**config.mk**
```make
export PLATFORM = sky130hd
export DESIGN_NAME = alu_seq_n
export DESIGN_NICKNAME = d
export VERILOG_FILES = /design/src/rtl/alu_seq_n.sv
export SDC_FILE = /design/constraint.sdc
export NUM_CORES = 1
export LEC_CHECK = 0
export BUFFER_PORTS_ARGS = -buffer_cell sky130_fd_sc_hd__buf_2
export CAP_MARGIN = 5
export CORE_MARGIN = 4
export CORE_UTILIZATION = 55
export DETAILED_ROUTE_END_ITERATION = 8
export PLACE_DENSITY_LB_ADDON = 0.2
export RECOVER_POWER = 100
export REMOVE_ABC_BUFFERS = 1
export SLEW_MARGIN = 10
export SYNTH_ARGS = -nofsm -noshare
export SYNTH_HDL_FRONTEND = slang
export SYNTH_SLANG_ARGS = --single-unit
```
**constraint.sdc**
```tcl
create_clock -name clk -period 2.66 [get_ports clk]
set_input_delay 0.399 -clock clk [delete_from_list [all_inputs] [get_ports clk]]
set_output_delay 0.399 -clock clk [all_outputs]
set_load 0.1 [all_outputs]
```
**src/rtl/alu_seq_n.sv**
```systemverilog
// alu_seq_n: W-bit sequential ALU with a shared load bus and a start/busy/done handshake.
// Define ALU_SEQ_MUL_EN to build the multi-cycle shift-add unsigned multiplier (op 101).
module alu_seq_n #(
  parameter int unsigned W       = 4,
  parameter int unsigned SUB_MAG = 1
) (
  input  logic         clk,
  input  logic         rst,
  input  logic [W-1:0] din,
  input  logic         load_a,
  input  logic         load_b,
  input  logic         load_op,
  input  logic         start,
  output logic         busy,
  output logic         done,
  output logic [W-1:0] res,
  output logic [W-1:0] res_hi,
  output logic         cout,
  output logic         ovf,
  output logic         zf,
  output logic         sf,
  output logic         err
);

  localparam int unsigned OP_W = 3;
  localparam int unsigned WP1  = W + 1;

  localparam logic [OP_W-1:0] OP_ADD = 3'b000;
  localparam logic [OP_W-1:0] OP_SUB = 3'b001;
  localparam logic [OP_W-1:0] OP_AND = 3'b010;
  localparam logic [OP_W-1:0] OP_OR  = 3'b011;
  localparam logic [OP_W-1:0] OP_XOR = 3'b100;

`ifdef ALU_SEQ_MUL_EN
  localparam logic [OP_W-1:0] OP_MUL = 3'b101;
  localparam int unsigned     W2     = 2 * W;
  localparam int unsigned     CNT_W  = $clog2(W + 1);

  typedef enum logic [1:0] {
    S_IDLE = 2'd0,
    S_EXEC = 2'd1,
    S_DONE = 2'd2,
    S_MUL  = 2'd3
  } state_e;
`else
  typedef enum logic [1:0] {
    S_IDLE = 2'd0,
    S_EXEC = 2'd1,
    S_DONE = 2'd2
  } state_e;
`endif

  state_e state_q, state_d;

  logic [W-1:0]    a_q, a_d, b_q, b_d;
  logic [OP_W-1:0] op_q, op_d;
  logic            load_en_c;

  logic [W-1:0] res_q, res_d, res_hi_q, res_hi_d;
  logic         cout_q, cout_d, ovf_q, ovf_d, zf_q, zf_d;
  logic         sf_q, sf_d, err_q, err_d, busy_q, busy_d, done_q, done_d;

  logic [W:0]   sum_add_c, sum_sub_c;
  logic [W-1:0] raw_sub_c, alu_res_c;
  logic         alu_cout_c, alu_ovf_c, alu_sf_c, alu_err_c;

`ifdef ALU_SEQ_MUL_EN
  logic [W2-1:0]    acc_q, acc_d, mcand_q, mcand_d;
  logic [W-1:0]     mplier_q, mplier_d;
  logic [CNT_W-1:0] cnt_q, cnt_d;
`endif

  // Next-state logic
  always_comb begin
    state_d = state_q;
    case (state_q)
      S_IDLE: begin
        if (start) begin
`ifdef ALU_SEQ_MUL_EN
          state_d = (op_q == OP_MUL) ? S_MUL : S_EXEC;
`else
          state_d = S_EXEC;
`endif
        end
      end
      S_EXEC: state_d = S_DONE;
`ifdef ALU_SEQ_MUL_EN
      S_MUL: begin
        if (cnt_q == CNT_W'(W)) state_d = S_DONE;
      end
`endif
      S_DONE: state_d = S_IDLE;
      default: state_d = S_IDLE;
    endcase
  end

  // Operand/op loads: blocked while busy and in the cycle a start is accepted
  always_comb begin
    a_d       = a_q;
    b_d       = b_q;
    op_d      = op_q;
    load_en_c = ((state_q == S_IDLE) && !start) || (state_q == S_DONE);
    if (load_en_c) begin
      if (load_a)       a_d  = din;
      else if (load_b)  b_d  = din;
      else if (load_op) op_d = OP_W'(din);
    end
  end

  // Single-cycle datapath
  always_comb begin
    sum_add_c  = {1'b0, a_q} + {1'b0, b_q};
    sum_sub_c  = {1'b0, a_q} + {1'b0, ~b_q} + WP1'(1);
    raw_sub_c  = sum_sub_c[W-1:0];
    alu_res_c  = '0;
    alu_cout_c = 1'b0;
    alu_ovf_c  = 1'b0;
    alu_sf_c   = 1'b0;
    alu_err_c  = 1'b0;
    case (op_q)
      OP_ADD: begin
        alu_res_c  = sum_add_c[W-1:0];
        alu_cout_c = sum_add_c[W];
        alu_ovf_c  = (a_q[W-1] == b_q[W-1]) && (sum_add_c[W-1] != a_q[W-1]);
        alu_sf_c   = sum_add_c[W-1];
      end
      OP_SUB: begin
        alu_cout_c = sum_sub_c[W];
        alu_ovf_c  = (a_q[W-1] != b_q[W-1]) && (raw_sub_c[W-1] != a_q[W-1]);
        alu_sf_c   = raw_sub_c[W-1];
        alu_res_c  = ((SUB_MAG != 0) && raw_sub_c[W-1]) ? ((~raw_sub_c) + W'(1)) : raw_sub_c;
      end
      OP_AND:  alu_res_c = a_q & b_q;
      OP_OR:   alu_res_c = a_q | b_q;
      OP_XOR:  alu_res_c = a_q ^ b_q;
      default: alu_err_c = 1'b1;
    endcase
  end

`ifdef ALU_SEQ_MUL_EN
  // Shift-add multiplier: one multiplier bit per cycle
  always_comb begin
    acc_d    = acc_q;
    mcand_d  = mcand_q;
    mplier_d = mplier_q;
    cnt_d    = cnt_q;
    if ((state_q == S_IDLE) && (state_d == S_MUL)) begin
      acc_d    = '0;
      mcand_d  = {{W{1'b0}}, a_q};
      mplier_d = b_q;
      cnt_d    = '0;
    end else if ((state_q == S_MUL) && (cnt_q != CNT_W'(W))) begin
      if (mplier_q[0]) acc_d = acc_q + mcand_q;
      mcand_d  = mcand_q << 1;
      mplier_d = mplier_q >> 1;
      cnt_d    = cnt_q + CNT_W'(1);
    end
  end
`endif

  // Output logic: results latch on the transition into DONE
  always_comb begin
    res_d    = res_q;
    res_hi_d = res_hi_q;
    cout_d   = cout_q;
    ovf_d    = ovf_q;
    zf_d     = zf_q;
    sf_d     = sf_q;
    err_d    = err_q;
`ifdef ALU_SEQ_MUL_EN
    busy_d   = (state_d == S_EXEC) || (state_d == S_MUL);
`else
    busy_d   = (state_d == S_EXEC);
`endif
    done_d   = (state_d == S_DONE);
    if (state_q == S_EXEC) begin
      res_d    = alu_res_c;
      res_hi_d = '0;
      cout_d   = alu_cout_c;
      ovf_d    = alu_ovf_c;
      sf_d     = alu_sf_c;
      err_d    = alu_err_c;
      zf_d     = (alu_res_c == '0);
    end
`ifdef ALU_SEQ_MUL_EN
    if ((state_q == S_MUL) && (state_d == S_DONE)) begin
      res_d    = acc_q[W-1:0];
      res_hi_d = acc_q[W2-1:W];
      cout_d   = |acc_q[W2-1:W];
      ovf_d    = 1'b0;
      sf_d     = 1'b0;
      err_d    = 1'b0;
      zf_d     = (acc_q == '0);
    end
`endif
  end

  // State, operand and output registers
  always_ff @(posedge clk) begin
    if (rst) begin
      state_q  <= S_IDLE;
      a_q      <= '0;
      b_q      <= '0;
      op_q     <= '0;
      res_q    <= '0;
      res_hi_q <= '0;
      cout_q   <= 1'b0;
      ovf_q    <= 1'b0;
      zf_q     <= 1'b0;
      sf_q     <= 1'b0;
      err_q    <= 1'b0;
      busy_q   <= 1'b0;
      done_q   <= 1'b0;
`ifdef ALU_SEQ_MUL_EN
      acc_q    <= '0;
      mcand_q  <= '0;
      mplier_q <= '0;
      cnt_q    <= '0;
`endif
    end else begin
      state_q  <= state_d;
      a_q      <= a_d;
      b_q      <= b_d;
      op_q     <= op_d;
      res_q    <= res_d;
      res_hi_q <= res_hi_d;
      cout_q   <= cout_d;
      ovf_q    <= ovf_d;
      zf_q     <= zf_d;
      sf_q     <= sf_d;
      err_q    <= err_d;
      busy_q   <= busy_d;
      done_q   <= done_d;
`ifdef ALU_SEQ_MUL_EN
      acc_q    <= acc_d;
      mcand_q  <= mcand_d;
      mplier_q <= mplier_d;
      cnt_q    <= cnt_d;
`endif
    end
  end

  assign res    = res_q;
  assign res_hi = res_hi_q;
  assign cout   = cout_q;
  assign ovf    = ovf_q;
  assign zf     = zf_q;
  assign sf     = sf_q;
  assign err    = err_q;
  assign busy   = busy_q;
  assign done   = done_q;

endmodule

```
==> run_results.csv <==
group,metric,value,unit
run_status,outcome,"completed",
cts,root_buffer,"clkbuf_4",
yosys,synth_area_leaders,"dfxtp_1 (31%), ha_1 (11%), mux2i_1 (6.8%)",
yosys,synth_flop_cell,"dfxtp_1",
sta,min_period,2.36,ns
cts,ctsResizeCount,0,
global_route,gr-total-overflow,0,
placed_design,post-place-ws,0.370,ns
worst_setup_path,cp_slowest_cell,"dfxtp_1",
yosys,synth_edf_count,0,
yosys,synth_top_cell_area_share,0.311,
sta,setup_viol,0,
yosys,synth-adder-area-share,0.137,
placed_design,placed_cells,214,
detailed_routing,routed_wl,3250,µm
detailed_routing,drc,0,
detailed_routing,vias,1248,
yosys,syn_area,0.00148,mm²
global_route,grt_use_total,0.201,
cells_and_area,final-instance-count-excl-fill,218,
cts,cts_buffers,3,
cts,post-cts-setup-buffers,0,
cts,clkTransAtPathRegs,0.13,ns
cts,cts_hold_buf,0,
worst_setup_path,cp_data_required_time,2.88,ns
yosys,synth-simple-area-share,0.207,
yosys,yosysSeqAreaShare,0.311,
global_route,antenna_found_initial,0,
yosys,ys_seq_elements,23,
yosys,synth_compound_area_frac,0.163,
cells_and_area,area_growth,5.25,%
cts,tritoncts,"yes",
worst_setup_path,arrival,2.58,ns
worst_setup_path,cp_cell_sequence,"inv_1 -> ha_1 -> o21bai_1 -> a21oi_1 -> xnor2_2 -> mux2i_1 -> o21ai_0 -> o41ai_1",
placed_design,place_hpwl,2520,µm
yosys,synth_xor_area_frac,0.0288,
sta,slew_headroom,0.222,
yosys,syn_area_per_cell,8.45,µm²
pwr,leakagePower,0.646,nW
die,die_y,59.9,µm
die,die_w,59.9,µm
pwr,peakVddDrop,0.401,mV
die,dieArea,0.00358,mm²
sta,setup_ws,0.301,ns
cells_and_area,fillers,237,
yosys,synth.largest_area_cell,"dfxtp_1",
yosys,synth_top_family_by_area,"simple AND/OR/NAND/NOR gates",
die,core,0.00252,mm²
global_route,grt_pass1_vias,1189,
detailed_routing,firstDrtPassIters,4,
detailed_routing,drtAntennaViolNets,0,
cts,clockBufferDepth,2,
cells_and_area,finalNetCount,214,
worst_setup_path,path_class,"reg -> reg",
pwr,powerDensity,503,mW/mm²
flow_run,cap_violations,0,
worst_setup_path,crit_fanout,6,
detailed_routing,drtIter0Drc,29,
global_route,grt_pass1_wl,5360,µm
worst_hold_path,min_path_type,"in -> reg",
sta,max_slew.worst_pin.slew,1.17,ns
cells_and_area,drive_gt1_frac,0.0745,
yosys,async_reset_ff_frac,0,
cells_and_area,antennaDiodeCount,0,
yosys,synthDistinctLibCells,41,
die,initial_core_util,0.586,
placed_design,gp_congestion,0.806,
detailed_routing,vias_per_cell,5.72,
sta,setup_tns,0,ns
sta,max_freq,424,MHz
worst_setup_path,startpoint_type,"flip-flop",
sta,fin_crit_sh,0.887,
yosys,netlist_instances,175,
global_route,grt_max_degree,25,
sta,timing_hold_violations_final,0,
yosys,ys_warn_count,0,
yosys,synth.area.mux_share,0.0677,
worst_setup_path,cp-end-kind,"flip-flop",
cts,htreeDepth,1,
detailed_routing,wl_per_cell,14.9,µm
die,pin_count,25,
placed_design,port_buffers,20,
sta,maxSlewViolCount,0,
sta,rsz0062_at_grt,"false",
sta,finalClockSkew,0.00511,ns
cts,clk_latency,0.32,ns
worst_setup_path,max_stage_delay,0.51,ns
cts,clock-sinks,23,
die,rows,18,
-- flip-flops by register name, indices dropped and copies added (netlist names) --
name	flops
zf	1
err	1
sf	1
b_q	4
res	4
busy	1
cout	1
state_q	1
ovf	1
a_q	4
done	1
op_q	3
-- layer usage --
metal  global-route usage  part of all wire
met1                0.247              0.44
met2                0.343              0.50
met3               0.0238             0.041
met4                0.101             0.019
met5                    0                 0
-- critical path, delay by kind of cell (launching register included) --
family,cells,cell delay (ns)
buf+inv,1,0.08
compound gates,4,0.92
flops,1,0.51
mux,1,0.23
xor+xnor,1,0.21
fa+ha+maj,1,0.32
-- kinds of logic after synthesis --
| family | after synthesis |
|---|---|
| AOI/OAI and AO/OA | 33 |
| and+or+nand+nor | 62 |
| DFF | 23 |
| muxes | 10 |
| other | 1 |
| buffers and inverters | 27 |
| adders and majority gates | 15 |
| xor gates and xnor gates | 4 |
-- final cells by class --
cell class,instances,area (µm²),area share
Inverter,13,48.8,0.0314
Clock buffer,4,26.3,0.0169
Sequential cell,23,460,0.296
Timing Repair Buffer,20,86.3,0.0555
Tap cell,30,37.5,0.0241
Multi-Input combinational cell,128,897,0.576
-- synthesized netlist by cell type, drive strengths merged, types with 4 or more instances --
| cell | n |
|---|---|
| nand3 | 6 |
| inv | 13 |
| mux2i | 10 |
| xnor2 | 4 |
| nor3 | 5 |
| nand2 | 9 |
| a21oi | 11 |
| dfxtp | 23 |
| nor2b | 4 |
| nor2 | 24 |
| clkbuf | 6 |
| ha | 13 |
| buf | 8 |
-- stage by stage --
step           total power, mW  hold slack, ns  instance area [µm²]   util
2_1_floorplan            0.576           0.448                 1420      -
3_3_place_gp             0.617           0.445                 1560  0.617
3_5_place_dp             0.626           0.453                 1560  0.617
4_1_cts                  0.792           0.327                 1580  0.627
5_1_grt                  0.826           0.324                 1560  0.617
6_report                 0.782           0.328                 1560  0.617
-- layout by cell type, fill, tap and decap left out, types with 2 or more instances in the layout --
cell	netlist	layout
xnor2_1	3	3
clkbuf_4	0	3
nor2b_1	4	4
a21oi_1	10	11
nor3b_1	3	3
conb_1	1	4
fa_1	2	2
nor2_1	24	24
a21o_1	2	2
inv_1	12	12
dfxtp_1	23	23
buf_2	4	9
ha_1	13	13
nand2b_1	3	3
o211a_1	2	2
o211ai_1	2	2
and3b_1	2	2
nand3_1	6	6
mux2i_1	10	10
a211oi_1	3	3
nor3_1	5	5
nand3b_1	2	2
o21bai_1	2	2
a32oi_1	2	2
o21a_1	2	2
nand2_1	9	9
clkbuf_1	6	12
-- path summary, 6_finish.rpt --
| check | from | to | slack (ns) | cells after the start |
|---|---|---|---|---|
| setup reg to reg | a_q[1]$_SDFFE_PP0P_ | zf$_SDFFE_PP0P_ | 0.30 | 8 |
| hold reg to reg | ovf$_SDFFE_PP0P_ | ovf$_SDFFE_PP0P_ | 0.47 | 2 |
| hold / removal | din[3] | a_q[3]$_SDFFE_PP0P_ | 0.33 | 3 |
| setup / recovery | a_q[1]$_SDFFE_PP0P_ | zf$_SDFFE_PP0P_ | 0.30 | 8 |
-- power by group --
group          switching (mW)  total, mW  internal (mW)
sequential             0.0153      0.377          0.361
combinational           0.175      0.236         0.0611
clock                   0.111      0.169         0.0587
total                   0.301      0.782          0.481
Power figures use the tool's default switching activity.
